===== config.mk =====
export PLATFORM = sky130hd
export DESIGN_NAME = fmap_stream_reader
export DESIGN_NICKNAME = d
export VERILOG_FILES = /design/src/rtl/fmap_stream_reader.sv
export SDC_FILE = /design/constraint.sdc
export NUM_CORES = 1
export LEC_CHECK = 0
export ABC_CLOCK_PERIOD_IN_PS = 21800
export CAP_MARGIN = 10
export CORE_ASPECT_RATIO = 1.5
export CORE_MARGIN = 5
export CORE_UTILIZATION = 59
export CTS_CLUSTER_DIAMETER = 40
export DETAILED_ROUTE_END_ITERATION = 6
export GPL_TIMING_DRIVEN = 0
export HOLD_SLACK_MARGIN = 0.12
export PLACE_DENSITY = 0.85
export SYNTH_ARGS = -nofsm -noshare
export SYNTH_HDL_FRONTEND = slang
export SYNTH_SLANG_ARGS = --single-unit

===== constraint.sdc =====
create_clock -name out_stream_aclk -period 21.8 [get_ports out_stream_aclk]
set_clock_uncertainty 0.05 [all_clocks]
set_input_delay 5.45 -clock out_stream_aclk [delete_from_list [all_inputs] [get_ports out_stream_aclk]]
set_output_delay 5.45 -clock out_stream_aclk [all_outputs]
set_load 0.01 [all_outputs]

===== src/rtl/fmap_stream_reader.sv =====
// Replays a captured feature map from the 256-bit result BRAM as an AXI-Stream pixel stream.
// Column-major order, 16 pixels per word; a 2-entry word FIFO absorbs BRAM latency and back-pressure.
module fmap_stream_reader #(
  parameter int          DATA_WIDTH = 16,
  parameter int          PIX_H      = 24,
  parameter int          PIX_W      = 24,
  parameter int          NUM_CH     = 4,
  parameter logic [11:0] BASE_ADDR  = 12'h000,
  parameter int          CH_STRIDE  = 48,
  parameter int          RD_LATENCY = 1
) (
  input  logic                      out_stream_aclk,
  input  logic                      periph_resetn,
  input  logic                      start,
  input  logic [$clog2(NUM_CH):0]   ch_sel,
  output logic                      busy,
  output logic                      done,
  output logic                      err,
  output logic [11:0]               bram_addr_b,
  output logic                      bram_en_b,
  input  logic [255:0]              bram_rddata_b,
  output logic [DATA_WIDTH-1:0]     m_axis_tdata,
  output logic                      m_axis_tvalid,
  input  logic                      m_axis_tready,
  output logic                      m_axis_tlast,
  output logic                      m_axis_tuser
);

  localparam int LANES         = 256 / DATA_WIDTH;
  localparam int LANE_W        = (LANES > 1) ? $clog2(LANES) : 1;
  localparam int WORDS_PER_COL = (PIX_H + LANES - 1) / LANES;
  localparam int TOTAL_WORDS   = PIX_W * WORDS_PER_COL;
  localparam int WORD_W        = (TOTAL_WORDS > 1) ? $clog2(TOTAL_WORDS) : 1;
  localparam int ROW_W         = (PIX_H > 1) ? $clog2(PIX_H) : 1;
  localparam int COL_W         = (PIX_W > 1) ? $clog2(PIX_W) : 1;
  localparam int CH_W          = $clog2(NUM_CH) + 1;

  localparam logic [LANE_W-1:0] LANE_LAST = LANE_W'(LANES - 1);
  localparam logic [ROW_W-1:0]  ROW_LAST  = ROW_W'(PIX_H - 1);
  localparam logic [COL_W-1:0]  COL_LAST  = COL_W'(PIX_W - 1);
  localparam logic [WORD_W-1:0] WORD_LAST = WORD_W'(TOTAL_WORDS - 1);
  localparam logic [CH_W-1:0]   NUM_CH_V  = CH_W'(NUM_CH);

  typedef enum logic [1:0] {S_IDLE, S_RUN, S_DRAIN, S_ERR} state_t;

  state_t                 state_q, state_d;
  logic [11:0]            rd_addr_q, rd_addr_d;
  logic [WORD_W-1:0]      rd_word_q, rd_word_d;
  logic [RD_LATENCY-1:0]  rd_vld_q, rd_vld_d;
  logic [255:0]           fifo_mem_q [2];
  logic [255:0]           fifo_mem_d [2];
  logic                   wr_ptr_q, wr_ptr_d;
  logic                   rd_ptr_q, rd_ptr_d;
  logic [1:0]             fifo_cnt_q, fifo_cnt_d;
  logic [LANE_W-1:0]      lane_q, lane_d;
  logic [ROW_W-1:0]       row_q, row_d;
  logic [COL_W-1:0]       col_q, col_d;
  logic                   busy_q, busy_d;
  logic                   done_q, done_d;
  logic                   err_q, err_d;

  logic                   accept;
  logic                   ch_bad;
  logic [11:0]            base_addr;
  logic [1:0]             inflight;
  logic [2:0]             occ;
  logic                   rd_issue;
  logic                   push;
  logic                   beat_hs;
  logic                   word_pop;
  logic                   last_beat;
  logic [255:0]           head_word;

  assign accept    = (state_q == S_IDLE) && start;
  assign ch_bad    = ch_sel >= NUM_CH_V;
  assign base_addr = 12'(int'(BASE_ADDR) + int'(ch_sel) * CH_STRIDE);
  assign push      = rd_vld_q[RD_LATENCY-1];
  assign beat_hs   = m_axis_tvalid && m_axis_tready;
  assign word_pop  = beat_hs && ((lane_q == LANE_LAST) || (row_q == ROW_LAST));
  assign last_beat = beat_hs && (state_q == S_DRAIN) && (row_q == ROW_LAST) && (col_q == COL_LAST);
  assign head_word = fifo_mem_q[rd_ptr_q];

  // Words buffered plus words still travelling through the BRAM pipeline
  always_comb begin
    inflight = '0;
    for (int i = 0; i < RD_LATENCY; i++) begin
      inflight = inflight + {1'b0, rd_vld_q[i]};
    end
    occ = {1'b0, fifo_cnt_q} + {1'b0, inflight};
  end

  always_ff @(posedge out_stream_aclk or negedge periph_resetn) begin
    if (!periph_resetn) begin
      state_q <= S_IDLE;
    end else begin
      state_q <= state_d;
    end
  end

  always_comb begin
    state_d = state_q;
    case (state_q)
      S_IDLE:  if (start) state_d = ch_bad ? S_ERR : S_RUN;
      S_RUN:   if (rd_issue && (rd_word_q == WORD_LAST)) state_d = S_DRAIN;
      S_DRAIN: if (last_beat) state_d = S_IDLE;
      default: state_d = S_IDLE;
    endcase
  end

  always_comb begin
    rd_issue      = (state_q == S_RUN) && (occ < 3'd2);
    bram_en_b     = rd_issue;
    bram_addr_b   = rd_issue ? rd_addr_q : '0;
    m_axis_tvalid = ((state_q == S_RUN) || (state_q == S_DRAIN)) && (fifo_cnt_q != 2'd0);
    m_axis_tdata  = m_axis_tvalid ? head_word[int'(lane_q) * DATA_WIDTH +: DATA_WIDTH] : '0;
    m_axis_tlast  = m_axis_tvalid && (row_q == ROW_LAST);
    m_axis_tuser  = m_axis_tvalid && (row_q == '0) && (col_q == '0);
    busy          = busy_q;
    done          = done_q;
    err           = err_q;
  end

  always_comb begin
    rd_addr_d   = rd_addr_q;
    rd_word_d   = rd_word_q;
    wr_ptr_d    = wr_ptr_q;
    rd_ptr_d    = rd_ptr_q;
    fifo_cnt_d  = fifo_cnt_q;
    lane_d      = lane_q;
    row_d       = row_q;
    col_d       = col_q;
    fifo_mem_d  = fifo_mem_q;
    rd_vld_d[0] = rd_issue;
    for (int i = 1; i < RD_LATENCY; i++) begin
      rd_vld_d[i] = rd_vld_q[i-1];
    end

    if (accept) begin
      rd_addr_d = base_addr;
      rd_word_d = '0;
      lane_d    = '0;
      row_d     = '0;
      col_d     = '0;
    end else begin
      if (rd_issue) begin
        rd_addr_d = rd_addr_q + 12'd1;
        rd_word_d = rd_word_q + WORD_W'(1);
      end
      if (beat_hs) begin
        if (row_q == ROW_LAST) begin
          row_d  = '0;
          lane_d = '0;
          col_d  = (col_q == COL_LAST) ? '0 : col_q + COL_W'(1);
        end else begin
          row_d  = row_q + ROW_W'(1);
          lane_d = (lane_q == LANE_LAST) ? '0 : lane_q + LANE_W'(1);
        end
      end
    end

    if (push) begin
      fifo_mem_d[wr_ptr_q] = bram_rddata_b;
      wr_ptr_d             = ~wr_ptr_q;
    end
    if (word_pop) rd_ptr_d = ~rd_ptr_q;
    case ({push, word_pop})
      2'b10:   fifo_cnt_d = fifo_cnt_q + 2'd1;
      2'b01:   fifo_cnt_d = fifo_cnt_q - 2'd1;
      default: fifo_cnt_d = fifo_cnt_q;
    endcase
  end

  always_comb begin
    busy_d = (state_d != S_IDLE);
    done_d = (state_q == S_ERR) || last_beat;
    if (accept)                 err_d = 1'b0;
    else if (state_q == S_ERR)  err_d = 1'b1;
    else                        err_d = err_q;
  end

  always_ff @(posedge out_stream_aclk or negedge periph_resetn) begin
    if (!periph_resetn) begin
      rd_addr_q  <= '0;
      rd_word_q  <= '0;
      rd_vld_q   <= '0;
      wr_ptr_q   <= 1'b0;
      rd_ptr_q   <= 1'b0;
      fifo_cnt_q <= '0;
      lane_q     <= '0;
      row_q      <= '0;
      col_q      <= '0;
      busy_q     <= 1'b0;
      done_q     <= 1'b0;
      err_q      <= 1'b0;
    end else begin
      rd_addr_q  <= rd_addr_d;
      rd_word_q  <= rd_word_d;
      rd_vld_q   <= rd_vld_d;
      wr_ptr_q   <= wr_ptr_d;
      rd_ptr_q   <= rd_ptr_d;
      fifo_cnt_q <= fifo_cnt_d;
      lane_q     <= lane_d;
      row_q      <= row_d;
      col_q      <= col_d;
      busy_q     <= busy_d;
      done_q     <= done_d;
      err_q      <= err_d;
    end
  end

  // Word storage carries no control meaning, so it is left out of reset
  always_ff @(posedge out_stream_aclk) begin
    fifo_mem_q <= fifo_mem_d;
  end

endmodule


==> run metrics, run 1 <==
synth top area cells=edfxtp_1 (70%), mux4_2 (10%), dfrtp_1 (4.8%), mux2i_1 (3.0%), mux4_1 (1.4%); CTS tree=yes; reg2reg setup slack=between 15 and 20 ns; Fmax=approximately 110 MHz; Max-Cap Viols=0; GR Util met3=under 10%; HPWL after DPL=a little under 40000 um; CTS H-tree lvls=2; post-route core utilization=between 70% and 80%; Starting Density=59.7%; r2r startpoint=push; initial antenna violation count=30; YS warnings=0; Remaining DRCs=0; Syn Nets=1362; vias in the first global route=approximately 13000; synth cell count leaders=edfxtp_1 (512), mux4_2 (100), mux2i_1 (65); nets=1726; area post-placement=around 0.026 sq mm; fin cells=1998; Final min period=just over 9 ns; worst endpoint required time=16.30 ns; GRT met2 Usage=between 40 and 50%; post-route ant nets=0; Synth async-reset ratio=7.58%; DR vias=12400; Hold Crit Start=err; worst hold path type=reg -> reg; CP Launch Point=lane_q[1]; total core area=about 0.037 sq mm; Worst-Skew Late Latency=0.57 ns; most frequent cell after synthesis=edfxtp_1; Avg Inst Size Synth=20.2 sq um; gr usage total=a little over a quarter; endpoints failing hold=0; GR Util met1=approximately 31%; slowest cell on the critical path=clkbuf_1; num ports=298; slew margin rel.=around a third; Detailed Route WL=55900 um; Top FF cell, synth=edfxtp_1; Die ar.=just over 0.04 sq mm; Avg WL per Cell=28.0 um; area grow syn2layout=26.1%; grt total ovfl=0; post-synth top area share=70.2%; CTS Root Buffer Type=clkbuf_16; CP endpoint kind=primary output; register area share after synthesis=between 70% and 80%; CP arrival=3.73 ns; maximum vdd ir drop=roughly 0.086 mV; Placed Instances=1878; IO buf count=roughly 300; final setup vio count=0; Synth Cell Area=~0.022 sq mm; Cells after Synth=approximately 1100; setup TNS=0 ns; Synth cell types=48; Finished Cell Area=around 0.028 sq mm; RSZ-0062 raised after global routing=no; Buffers & Inverters on Critical Path=3; leading area contributor after synthesis=edfxtp_1; die height=~250 um; LEAKAGE=between 9 and 10 nW; status=completed; Setup Fix Bufs, Post-CTS=0; final slew viol count=0; cts hold-fix bufs=0; Worst-path clk slew=roughly 0.060 ns; Post-CTS Resized=0; first-pass GRT wire length=80900 um; crit-path max FO=10; largest net degree at the start of global routing=73; grt peak-use layer=met2; delay-heaviest family, CP=buffers and inverters; Critical Path Start Type=flip-flop; Via-to-Cell Ratio=between 6 and 7; Seq cells post-synth=~550; Detailed Route Iter0 Violations=1324; pwr dens=roughly 110 mW/mm^2; drt pass-1 iters=7; row count=86; number of flops mapped to enable cells by yosys=512; Fin Hold WS=0.466 ns; ratio of cells with drive above 1 in the final layout=15.1%; Critical Path Max Stage Delay=between 0.5 and 0.6 ns; Max Root-Sink Buffers=3; cells along the critical path=buf_2 > clkbuf_1 > mux4_2 > o21ai_0 > a31oi_1 > clkdlybuf4s50_1; Die Width=approximately 170 um; TritonCTS Buffers=52; clk sinks=554; fillers=roughly 2000; Worst Path Class, Setup=reg -> out; Slew @ Worst Pin=about 0.98 ns; Final period util=roughly 42%; gp weighted congestion=approximately 0.8
stage by stage:
stage | setup WS, ns | power (mW)
6_report | 12.57 | 3.01
5_1_grt | 12.42 | 3.11
4_1_cts | 12.65 | 3.02
3_5_place_dp | 13.27 | 2.10
3_3_place_gp | 4.90 | 2.13
2_1_floorplan | 9.85 | 1.83
final cells by class:
type / instances / area, sq um / share of cell area [%]
Timing Repair Buffer: 310 / 3280 / 11.9
Clock buffer: 71 / 1480 / 5.34
Sequential cell: 554 / 16400 / 59.5
Antenna cell: 27 / 67.6 / 0.245
Clock inverter: 22 / 268 / 0.970
Tap cell: 484 / 606 / 2.19
Inverter: 13 / 48.8 / 0.177
Multi-Input combinational cell: 457 / 5100 / 18.5
Buffer: 60 / 335 / 1.21
per-layer routing:
metal | vias to the layer above | part of all wire [%] | routed length, um
li1 | 5267 | - | -
met1 | 6242 | 33 | 18600
met2 | 708 | 54 | 30200
met3 | 129 | 7.2 | 4030
met4 | 6 | 5.3 | 2990
met5 | - | 0.064 | 36
cell usage in the layout, fill, tap and decap left out, drive strengths merged, types with 18 or more instances in the layout:
cell	synthesis	routed
nand2	34	34
mux4	112	112
buf	34	48
a31oi	20	20
mux2i	65	65
dfrtp	42	42
diode	0	27
nor2	26	26
clkbuf	26	97
edfxtp	512	512
inv	13	18
clkdlybuf4s50	0	296
o21ai	23	23
state kept, by name, indices dropped and copies added, names as in the netlist, 2 cells and up:
signal,cells
fifo_mem_q,512
rd_addr_q,12
rd_word_q,6
col_q,5
row_q,5
lane_q,4
fifo_cnt_q,2
state_q,2
power breakdown:
group | switching [mW] | leakage (nW) | internal, mW | total (mW)
Combinational | 0.388 | 3.04 | 0.273 | 0.661
Clock | 0.383 | 0.857 | 0.536 | 0.919
Sequential | 0.0606 | 5.21 | 1.37 | 1.43
worst register-to-register path, stage by stage (launching register included):
cell	delay [ns]
dfrtp_1	0.43
inv_1	0.11
nor2_4	0.77
buf_12	0.30
buf_12	0.25
buf_16	0.21
logic make-up after synthesis:
| group | Yosys count | synth area share (%) |
|---|---|---|
| XOR/XNOR | 20 | 0.800 |
| AO/OA/AOI/OAI | 115 | 3.69 |
| adder cells (fa/ha/maj) | 15 | 0.891 |
| AND/OR/NAND/NOR | 129 | 3.11 |
| buffers and inverters | 73 | 1.75 |
| flip-flops | 554 | 75.0 |
| multiplexers | 178 | 14.7 |
path summary, 6_finish.rpt:
check / depth (start not counted) / endpoint
setup / recovery: 6 / m_axis_tdata[5]
hold / removal: 2 / err
setup reg to reg: 5 / fifo_mem_q[427]
hold reg to reg: 2 / err
max in group asynchronous: 2 / state_q[1]
min in group asynchronous: 1 / rd_addr_q[2]
Power figures use the tool's default switching activity.
==> run 2, diff against run 1 <==
- ABC_CLOCK_PERIOD_IN_PS: 21800 -> 9450
- CORE_UTILIZATION: 59 -> 55
- PLACE_DENSITY: 0.85 -> 0.8
- clock period: 21.8 -> 9.45 ns (I/O delays scaled with it)
==> run 2 against run 1 <==
Against the previous run: flip-flop and latch count stayed put; cell area is 0.13% lower; register-to-register slack worse by 12 ns.
==> run metrics, run 2 (same netlist as run 1, synthesis figures left out) <==
Slew @ Worst Pin=0.973 ns (-0.00343 ns); initial antenna violation count=18 (-40%); LEAKAGE=9.08 nW (-0.18%); vias in the first global route=12700 (-3.0%); status=completed; Die ar.=0.0440 sq mm (+6.9%); final slew viol count=0 (unchanged); Post-CTS Resized=0 (unchanged); die height=254 um (+3.4%); Critical Path Start Type=flip-flop; Detailed Route Iter0 Violations=1081 (-18%); post-route ant nets=0 (unchanged); Setup Fix Bufs, Post-CTS=0 (unchanged); Die Width=173 um (+3.4%); Detailed Route WL=54300 um (-2.7%); Max Root-Sink Buffers=3 (unchanged); Worst-path clk slew=0.07 ns (about the same); HPWL after DPL=39100 um (+0.22%); cts hold-fix bufs=0 (unchanged); CTS H-tree lvls=2 (unchanged); CP arrival=3.86 ns (+0.13 ns); row count=89 (+3.5%); Worst Path Class, Setup=reg -> out; RSZ-0062 raised after global routing=no; CP endpoint kind=primary output; CTS Root Buffer Type=clkbuf_16; Worst-Skew Late Latency=0.56 ns (about the same); Fin Hold WS=0.471 ns (+0.00504 ns); ratio of cells with drive above 1 in the final layout=15.5% (+0.35 points); crit-path max FO=10 (unchanged); num ports=298 (unchanged); grt total ovfl=0 (unchanged); pwr dens=250 mW/mm^2 (+130%); clk sinks=554 (unchanged); Final period util=66.4%; gp weighted congestion=0.850 (+4.7%); total core area=0.0394 sq mm (+7.4%); first-pass GRT wire length=79100 um (-2.2%); IO buf count=297 (unchanged); Avg WL per Cell=27.2 um (-2.8%); Max-Cap Viols=0 (unchanged); worst endpoint required time=7.04 ns (-9.26 ns); largest net degree at the start of global routing=71 (-2.7%); most common cell after layout, fill and taps aside=edfxtp_1; drt pass-1 iters=5 (-2); endpoints failing hold=0 (unchanged); nets=1726 (unchanged); area post-placement=0.0258 sq mm (+0.13%); maximum vdd ir drop=0.167 mV (+93%); CTS tree=yes; Starting Density=55.5% (-4.1 points); final setup vio count=0 (unchanged); gr usage total=24.4% (-2.3 points); worst hold path type=reg -> reg; DR vias=12100 (-1.7%); max reg flops=512 (unchanged); TritonCTS Buffers=51 (-1.9%); area grow syn2layout=25.9%; Fmax=around 160 MHz; Remaining DRCs=0 (unchanged); Finished Cell Area=0.0276 sq mm (-0.13%); slew margin rel.=35.1% (+0.38 points); Final min period=roughly 6.3 ns; Via-to-Cell Ratio=6.08 (-1.7%); most frequent cells in the layout=edfxtp_1 (512), clkdlybuf4s50_1 (296), mux4_2 (100); post-route core utilization=69.9% (-5.3 points); Regs by FF count=fifo_mem_q (512), rd_addr_q (12), rd_word_q (6); Largest Register=fifo_mem_q
## run 2: changes by cell type in the layout (fill, tap and decap cells not counted), moves of 2 or more
cell,delta
buf_12,+2
clkbuf_1,-7
clkbuf_16,-3
clkinv_2,+2
clkinvlp_4,+3
diode_2,-14
inv_6,+2
## run 2: stage by stage
step                setup WS, ns  TNS, ns  power, mW  instances
global placement           -1.49  -448.99       4.88       1881
detailed placement          3.81        0       4.85       1895
finish                      3.18        0       6.89       1999
floorplan                   1.78        0       4.19       1084
global route                3.16        0       7.14       1997
CTS                         3.20        0       6.93       1986
## run 2: critical path: stages, from the launching register on
cell	delay, ns
dfrtp_1	0.47
buf_2	0.38
clkbuf_1	0.77
mux4_2	0.43
a22oi_1	0.46
a31oi_1	0.19
clkdlybuf4s50_1	0.56
## run 2: area by class of cell
cell class              count  area [sq um]
clock buffers              60          1360
plain buffers              60           335
fillers                  2467         11900
flip-flops and latches    554         16400
repair buffers            311          3290
clock inverters            31           349
multi-input cells         457          5100
well taps                 500           626
inverters                  13          48.8
diodes                     13          32.5
## run 2: path summary, 6_finish.rpt
check,from,to,slack [ns],cells after the start
min,err,err,0.47,2
max in group asynchronous,periph_resetn,col_q[0],7.27,2
max reg2reg,wr_ptr_q,fifo_mem_q[229],7.09,4
min reg2reg,err,err,0.47,2
max,lane_q[1],m_axis_tdata[13],3.18,6
min in group asynchronous,periph_resetn,rd_addr_q[0],1.61,1
## run 2: metal layers
metal	up-vias	GRT usage (%)	routed length (um)
met4	16	10.7	2290
met1	6205	28.7	18600
met2	557	43.7	29100
li1	5255	-	-
met3	114	5.41	4180
met5	-	0	102
## run 2: report_power, final
group	switching, mW	internal [mW]
clock	0.887	1.20
combinational	0.888	0.631
sequential	0.126	3.16
==> run 3, diff against run 2 <==
- ABC_CLOCK_PERIOD_IN_PS: 9450 -> 6320
- clock period: 9.45 -> 6.32 ns (I/O delays scaled with it)
==> run 3 against run 2 <==
Against the previous run: critical path depth unchanged; sequential share of layout area fell by 0.084 points; sequential power grew 50%; cell area is 0.14% higher; flip-flop and latch count stayed put; die area unchanged; worst setup slack got worse by 2.3 ns; largest power group unchanged; highest routed layer unchanged; via count is 0.13% higher; core utilization is 0.098 points higher.
==> run metrics, run 3 (same netlist as run 1, synthesis figures left out) <==
status=completed; CP arrival=3.83 ns (-0.03 ns); nets=1728 (+0.12%); max reg flops=512 (unchanged); CP Launch Point=lane_q[1]; Avg WL per Cell=27.8 um (+2.1%); initial antenna violation count=20 (+2); CTS Root Buffer Type=clkbuf_16; Max Root-Sink Buffers=3 (unchanged); CP endpoint kind=primary output; largest net degree at the start of global routing=72 (+1.4%); CTS tree=yes; area grow syn2layout=26.1%; final slew viol count=0 (unchanged); Finished Cell Area=0.0276 sq mm (+0.14%); first-pass GRT wire length=81800 um (+3.4%); post-route core utilization=70.0% (+0.098 points); gp weighted congestion=0.846 (-0.39%); most frequent cells in the layout=edfxtp_1 (512), clkdlybuf4s50_1 (296), mux4_2 (100); Detailed Route Iter0 Violations=1135 (+5.0%); area post-placement=0.0258 sq mm (about the same); final setup vio count=0 (unchanged); Detailed Route WL=55800 um (+2.7%); worst endpoint required time=4.69 ns (-2.35 ns); maximum vdd ir drop=0.323 mV (+94%); pwr dens=375 mW/mm^2 (+50%); slew margin rel.=31.0% (-4.1 points); total core area=0.0394 sq mm (unchanged); Fmax=183 MHz; IO buf count=297 (unchanged); TritonCTS Buffers=53 (+3.9%); Slew @ Worst Pin=1.04 ns (+0.0619 ns); RSZ-0062 raised after global routing=no; Max-Cap Viols=0 (unchanged); gr usage total=25.1% (+0.72 points); num ports=298 (unchanged); Worst-Skew Late Latency=0.57 ns (about the same); HPWL after DPL=39600 um (+1.3%); die height=254 um (unchanged); post-route ant nets=0 (unchanged); Via-to-Cell Ratio=6.05 (-0.47%); vias in the first global route=13000 (+2.1%); Remaining DRCs=0 (unchanged); CTS H-tree lvls=2 (unchanged); crit path to=m_axis_tdata[11]; R2R Path End=fifo_mem_q[414]; r2r startpoint=push; Worst-path clk slew=0.07 ns (about the same); cts hold-fix bufs=0 (unchanged); reg2reg path depth=6 (+2); endpoints failing hold=0 (unchanged); worst hold path type=reg -> reg; most common cell after layout, fill and taps aside=edfxtp_1; fillers=2472 (+0.20%); DR vias=12200 (+0.13%); Post-CTS Resized=0 (unchanged); Critical Path Max Stage Delay=0.81 ns (+0.04 ns); Starting Density=55.5% (unchanged); Critical Path Start Type=flip-flop; Largest Register=fifo_mem_q; LEAKAGE=9.09 nW (about the same); ratio of cells with drive above 1 in the final layout=14.9% (-0.55 points); clk sinks=554 (unchanged); row count=89 (unchanged); Die Width=173 um (unchanged); reg2reg setup slack=3.91 ns (-3.18 ns); cells along the critical path=buf_2 > clkbuf_1 > mux4_2 > a22oi_1 > a31oi_1 > clkdlybuf4s50_1; Final min period=~5.5 ns; grt total ovfl=0 (unchanged); Final period util=a little under 90%; Worst Path Class, Setup=reg -> out; Setup Fix Bufs, Post-CTS=0 (unchanged); Die ar.=0.0440 sq mm (unchanged); drt pass-1 iters=5 (unchanged); crit-path max FO=10 (unchanged); slowest cell on the critical path=clkbuf_1; Regs by FF count=fifo_mem_q (512), rd_addr_q (12), rd_word_q (6)
## run 3: cell count changes in the layout (fill, tap and decap cells not counted), sizes merged
cell	delta
diode	+4
bufinv	-1
clkinvlp	-1
inv	-3
clkbuf	+5
clkinv	+8
## run 3: worst max-delay path, delay by kind of cell (launching register included)
family                 cells  cell delay (ns)
AO/OA/AOI/OAI              2             0.59
buffers and inverters      3             1.75
flip-flops                 1             0.48
multiplexers               1             0.42
## run 3: final cells by class
class / count / area [sq um] / area share (%)
multi-input cells: 457 / 5100 / 18.5
repair buffers: 311 / 3300 / 12.0
well taps: 500 / 626 / 2.27
diodes: 17 / 42.5 / 0.154
flip-flops and latches: 554 / 16400 / 59.5
clock inverters: 34 / 317 / 1.15
inverters: 13 / 48.8 / 0.177
clock buffers: 65 / 1410 / 5.12
plain buffers: 60 / 335 / 1.21
## run 3: per-layer routing
layer	wire length, um	global-route usage, %	share of wire (%)	up-vias
met5	51	0	0.091	-
met3	4080	5.53	7.3	104
li1	-	-	-	5271
met1	18900	28.8	34	6237
met2	30600	45.7	55	543
met4	2140	11.2	3.8	8
## run 3: metrics by stage
step | hold WS (ns) | power, mW | setup TNS, ns | instances | worst slack [ns]
after floorplan | 0.425 | 6.18 | 0 | 1084 | 1.61
final | 0.450 | 10.3 | 0 | 2011 | 0.859
after global placement | 0.438 | 7.17 | -53.67 | 1881 | -0.223
after detailed placement | 0.438 | 7.25 | 0 | 1895 | 1.45
after CTS | 0.453 | 10.4 | 0 | 1994 | 0.816
after global routing | 0.517 | 10.7 | 0 | 2008 | 0.827
## run 3: worst min-delay path by stage
stage / start / to / slack, ns / cells past startpoint
2_1_floorplan: push / wr_ptr_q / 0.43 / 1
3_3_place_gp: err / err / 0.44 / 2
3_5_place_dp: err / err / 0.44 / 2
4_1_cts: err / err / 0.45 / 2
5_1_grt: wr_ptr_q / wr_ptr_q / 0.52 / 1
6_report: err / err / 0.45 / 2
## run 3: report_power, final
group / total [mW] / leakage [nW] / internal (mW) / switching (mW)
clock: 3.14 / 0.839 / 1.80 / 1.34
sequential: 4.92 / 5.21 / 4.72 / 0.195
combinational: 2.29 / 3.04 / 0.947 / 1.34
total: 10.3 / 9.09 / 7.47 / 2.87
==> variant 1 (config.mk and constraints of run 2) <==
The parameter `CH_STRIDE` goes from 48 to 24.
--- a/src/rtl/fmap_stream_reader.sv
+++ b/src/rtl/fmap_stream_reader.sv
@@ -6,7 +6,7 @@
   parameter int          PIX_W      = 24,
   parameter int          NUM_CH     = 4,
   parameter logic [11:0] BASE_ADDR  = 12'h000,
-  parameter int          CH_STRIDE  = 48,
+  parameter int          CH_STRIDE  = 24,
   parameter int          RD_LATENCY = 1
 ) (
   input  logic                      out_stream_aclk,
Behaviour: not the same (a bounded check fails within 4 cycles, from zero or initial values and one cycle with periph_resetn low).
==> variant 1 against run 2 <==
  * Worst hold slack better by 0.0061 ns
  * Via count up 0.90%
  * Power increased by 0.87%
  * Area after synthesis grew 1.1%
  * Setup slack got worse by 0.22 ns
  * Critical endpoint is now m_axis_tdata[12]
  * Wire length rose by 1.6%
  * Synthesized cell count is 3.8% higher
  * First-iteration DRC count grew 4.3%
  * Final cell count increased by 2.7%
  * Sequential cell count did not move
  * Register-to-register slack worse by 0.12 ns
  * Cell area up 1.1%
==> variant 1: results (changes against run 2) <==
first-pass GRT wire length=81100 µm (+2.4%); relative slew slack=0.233 (-0.119); Data buffer area share=0.130 (-0.00202); met2 global-route usage=0.437 (about the same); fin nets=1767 (+2.4%); vias in the first global route=13300 (+4.7%); Post-DP Area=26000 µm² (+0.82%); routed vias/inst=5.97 (-1.7%); Comb pwr share=0.219 (-0.002); Max Used Layer=met4; CP Capture Point=m_axis_tdata[12]; post-synthesis average cell area=19.7 µm² (-2.6%); share of layout cells above drive strength 1=0.172 (+0.0173); met1 wire length=18600 µm (-0.29%); WL final=55200 µm (+1.6%); post-DP HPWL=40000 µm (+2.5%); Syn Nets=1403 (+3.0%); register area share after synthesis=0.742 (-0.00785); Reg-to-Reg End=fifo_cnt_q[1]$_DFFE_PN0P_; largest net degree at the start of global routing=60 (-15%); Final Util=0.697 (-0.00233); Max IR drop VDD=0.178 mV (+7.0%); met3 wire length=3700 µm (-11%); Non-Filler Instances=2052 (+2.7%); WHS=0.477 ns (+0.00609 ns); comb_multi_in=490 (+7.2%); met3 Use GR=0.0458 (-0.00832); setup slack, reg-to-reg=6.97 ns (-0.12 ns); CP arrival=4.08 ns (+0.22 ns); 1st-iter DRT viols=1127 (+4.3%); wire length on met2=30100 µm (+3.3%); post-synthesis xor/xnor area fraction=0.00712 (-0.000875); antenna cells=18 (+5); Synth top area share=0.695 (-0.00734); outcome=finished clean; Hold Path Stages=1 (-1)
-- variant 1: cell types whose count changed after synthesis, sizes merged, moves of 13 or more --
| cell | delta |
|---|---|
| a221o | -16 |
| a211o | +13 |
| nand4 | +26 |
| nand3b | +15 |
| nor4 | +13 |
| clkbuf | +14 |
| nand4b | +13 |
| a31oi | -18 |
| nand3 | +19 |
| mux2i | -30 |
| mux2 | +19 |
-- variant 1: cell families after synthesis --
logic type,count (synthesis)
AO/OA/AOI/OAI,72
AND/OR/NAND/NOR,212
multiplexers,173
adder cells (fa/ha/maj),15
XOR/XNOR,18
buffers and inverters,81
flip-flops,554
-- variant 1: critical path, cell delays in order, from the launching register on --
cell and delay (ns):
dfrtp_1 0.44, inv_1 0.12, ha_1 0.42, o2111a_1 0.29, clkbuf_1 0.56, clkbuf_1 0.45
nand3_1 0.23, nand4_1 0.25, a211o_1 0.12, clkdlybuf4s50_1 0.63
==> variant 2 (settings of run 2) <==
Made on the original files. Re-encode `state_t` (4 states) as one-hot, 4 bits wide.
--- a/src/rtl/fmap_stream_reader.sv
+++ b/src/rtl/fmap_stream_reader.sv
@@ -41,7 +41,7 @@
   localparam logic [WORD_W-1:0] WORD_LAST = WORD_W'(TOTAL_WORDS - 1);
   localparam logic [CH_W-1:0]   NUM_CH_V  = CH_W'(NUM_CH);
 
-  typedef enum logic [1:0] {S_IDLE, S_RUN, S_DRAIN, S_ERR} state_t;
+  typedef enum logic [3:0] {S_IDLE = 4'b0001, S_RUN = 4'b0010, S_DRAIN = 4'b0100, S_ERR = 4'b1000} state_t;
 
   state_t                 state_q, state_d;
   logic [11:0]            rd_addr_q, rd_addr_d;
Function: no difference found for any inputs over 4 cycles, from zero or initial values and one cycle with periph_resetn low; so few cycles prove little.
==> variant 2 against run 2 <==
  * Wire length increased by 0.72%
  * Sequential cell count increased by 2
  * First-iteration DRC count decreased by 10%
  * Global-route usage down 0.24 points
  * Non-clock buffer count grew 8
  * Critical path type unchanged
  * Area after synthesis up 1.5%
  * Cell area rose by 0.97%
  * Setup slack improved by 0.074 ns
  * Synthesized cell count increased by 8.7%
  * Register-to-register slack worse by 0.22 ns
Power is not compared: it rests on default switching activity, and its combinational part moved more than twofold at a synthesized area within 25%.
==> variant 2: results (changes against run 2) <==
largest net degree at the start of global routing=69 (-2.8%); Reg-to-Reg End=fifo_cnt_q[1]$_DFFE_PN0P_; startpoint type of the worst setup path=flop; Hold Crit Start=fifo_cnt_q[1]$_DFFE_PN0P_; setup slack, reg-to-reg=6.87 ns (-0.22 ns); fin nets=1818 (+5.3%); DR WL/cell=26.1 µm (-4.1%); post-CTS resize count=0 (unchanged); # Post-CTS Setup Buffers=0 (unchanged); CP arrival=3.79 ns (-0.07 ns); clock-pin slew on the worst setup and hold paths=around 0.060 ns; first-pass GRT wire length=80700 µm (+2.0%); Post-DP Area=26200 µm² (+1.3%); vias in the first global route=13200 (+3.9%); met1 wire length=19200 µm (+3.1%); relative slew slack=0.519 (+0.168); routability congestion estimate=0.835 (-1.7%); met3 wire length=3660 µm (-13%); register area share after synthesis=0.741 (-0.00880); fmax=161 MHz (+1.2%); setup slack at placement=3.91 ns (+0.0971 ns); overall routing resource usage=0.242 (-0.00240); critical path's slowest cell=clkdlybuf4s50_1; Netlist cell types=59 (+23%); top cells by count, synth=edfxtp_1 (512), mux2i_1 (129), mux4_2 (80); port bufs=297 (unchanged); antenna violations before repair=13 (-5); RR Startpoint=lane_q[2]$_DFFE_PN0P_; 1st-iter DRT viols=971 (-10%); post-DP HPWL=40300 µm (+3.2%); CP Max Fanout=10 (unchanged); Max IR drop VDD=0.184 mV; ys async rst share=0.0791 (+0.00332); main area contributors after synthesis=edfxtp_1 (69%), mux4_2 (8.1%), mux2i_1 (5.8%); Critical Path Max Stage Delay=0.70 ns (-0.07 ns); Clock Latency Late Sink=0.58 ns (+0.02 ns); Syn Nets=1453 (+6.7%); depth of the worst register-to-register path=7 (+3); share of layout cells above drive strength 1=0.154 (-0.00127); outcome=finished clean; wire length on met2=30100 µm (+3.5%); CTS Buf Count=52 (+2.0%); H-tree depth=2 (unchanged); DR pass1 iterations=5 (unchanged); routed vias/inst=5.90 (-2.9%); CP Capture Point=m_axis_tdata[9]
## variant 2: cell count changes after synthesis, moves of 14 or more
cell      change
o221ai_1     +15
or2_2        +29
mux4_2       -20
a31oi_1      -18
a221o_1      -16
mux2i_1      +64
a41oi_1      +14
## variant 2: through the flow
step / std cells / total power [W] / hold WS (ns) / TNS (ns)
after global routing: 2099 / 0.00562 / 0.465 / 0
after CTS: 2089 / 0.00548 / 0.442 / 0
after global placement: 1981 / 0.00348 / 0.421 / -416.05
after detailed placement: 1995 / 0.00348 / 0.430 / 0
after floorplan: 1178 / 0.00321 / 0.406 / 0
final: 2099 / 0.00545 / 0.440 / 0
## variant 2: layout make-up
type	instances	area, µm²
fillers	2569	12300
diodes	10	25.0
plain buffers	68	402
repair buffers	311	3290
inverters	16	60.1
multi-input cells	538	5300
well taps	506	633
flip-flops and latches	556	16500
clock buffers	61	1360
clock inverters	33	290
## variant 2: logic make-up (layout without fill, tap and decap cells)
logic type,Yosys count,in the layout,share of synthesized area
other,0,10,0
xor gates and xnor gates,17,17,0.00670
muxes,209,209,0.139
buffers and inverters,84,489,0.0208
AOI/OAI and AO/OA,128,128,0.0423
and+or+nand+nor,172,172,0.0426
DFF,556,556,0.741
adders and majority gates,12,12,0.00709
## variant 2: how the worst min path moves through the flow
stage / end / slack, ns / cells after the start
finish: fifo_cnt_q[1]$_DFFE_PN0P_ / 0.44 / 1
global route: fifo_cnt_q[1]$_DFFE_PN0P_ / 0.46 / 1
CTS: fifo_cnt_q[1]$_DFFE_PN0P_ / 0.44 / 1
detailed placement: fifo_cnt_q[1]$_DFFE_PN0P_ / 0.43 / 1
global placement: fifo_cnt_q[1]$_DFFE_PN0P_ / 0.42 / 1
floorplan: fifo_cnt_q[1]$_DFFE_PN0P_ / 0.41 / 1
## variant 2: report_power, final
part / internal, W / switching, W / total (W)
clock network: 0.00112 / 0.000897 / 0.00201
registers: 0.00282 / 0.0000566 / 0.00288
logic: 0.000263 / 0.000289 / 0.000552
total: 0.00420 / 0.00124 / 0.00545
## variant 2: metal layers
| layer | track usage | vias to the layer above |
|---|---|---|
| met4 | 0.0803 | 6 |
| met5 | 0 | - |
| met2 | 0.445 | 472 |
| met3 | 0.0519 | 93 |
| li1 | - | 5533 |
| met1 | 0.281 | 6281 |
## variant 2: worst max-delay path: cells and delay by family (launching register included)
kind	cells	cell delay, ns
compound gates	2	0.78
buf+inv	4	2.07
flops	1	0.33
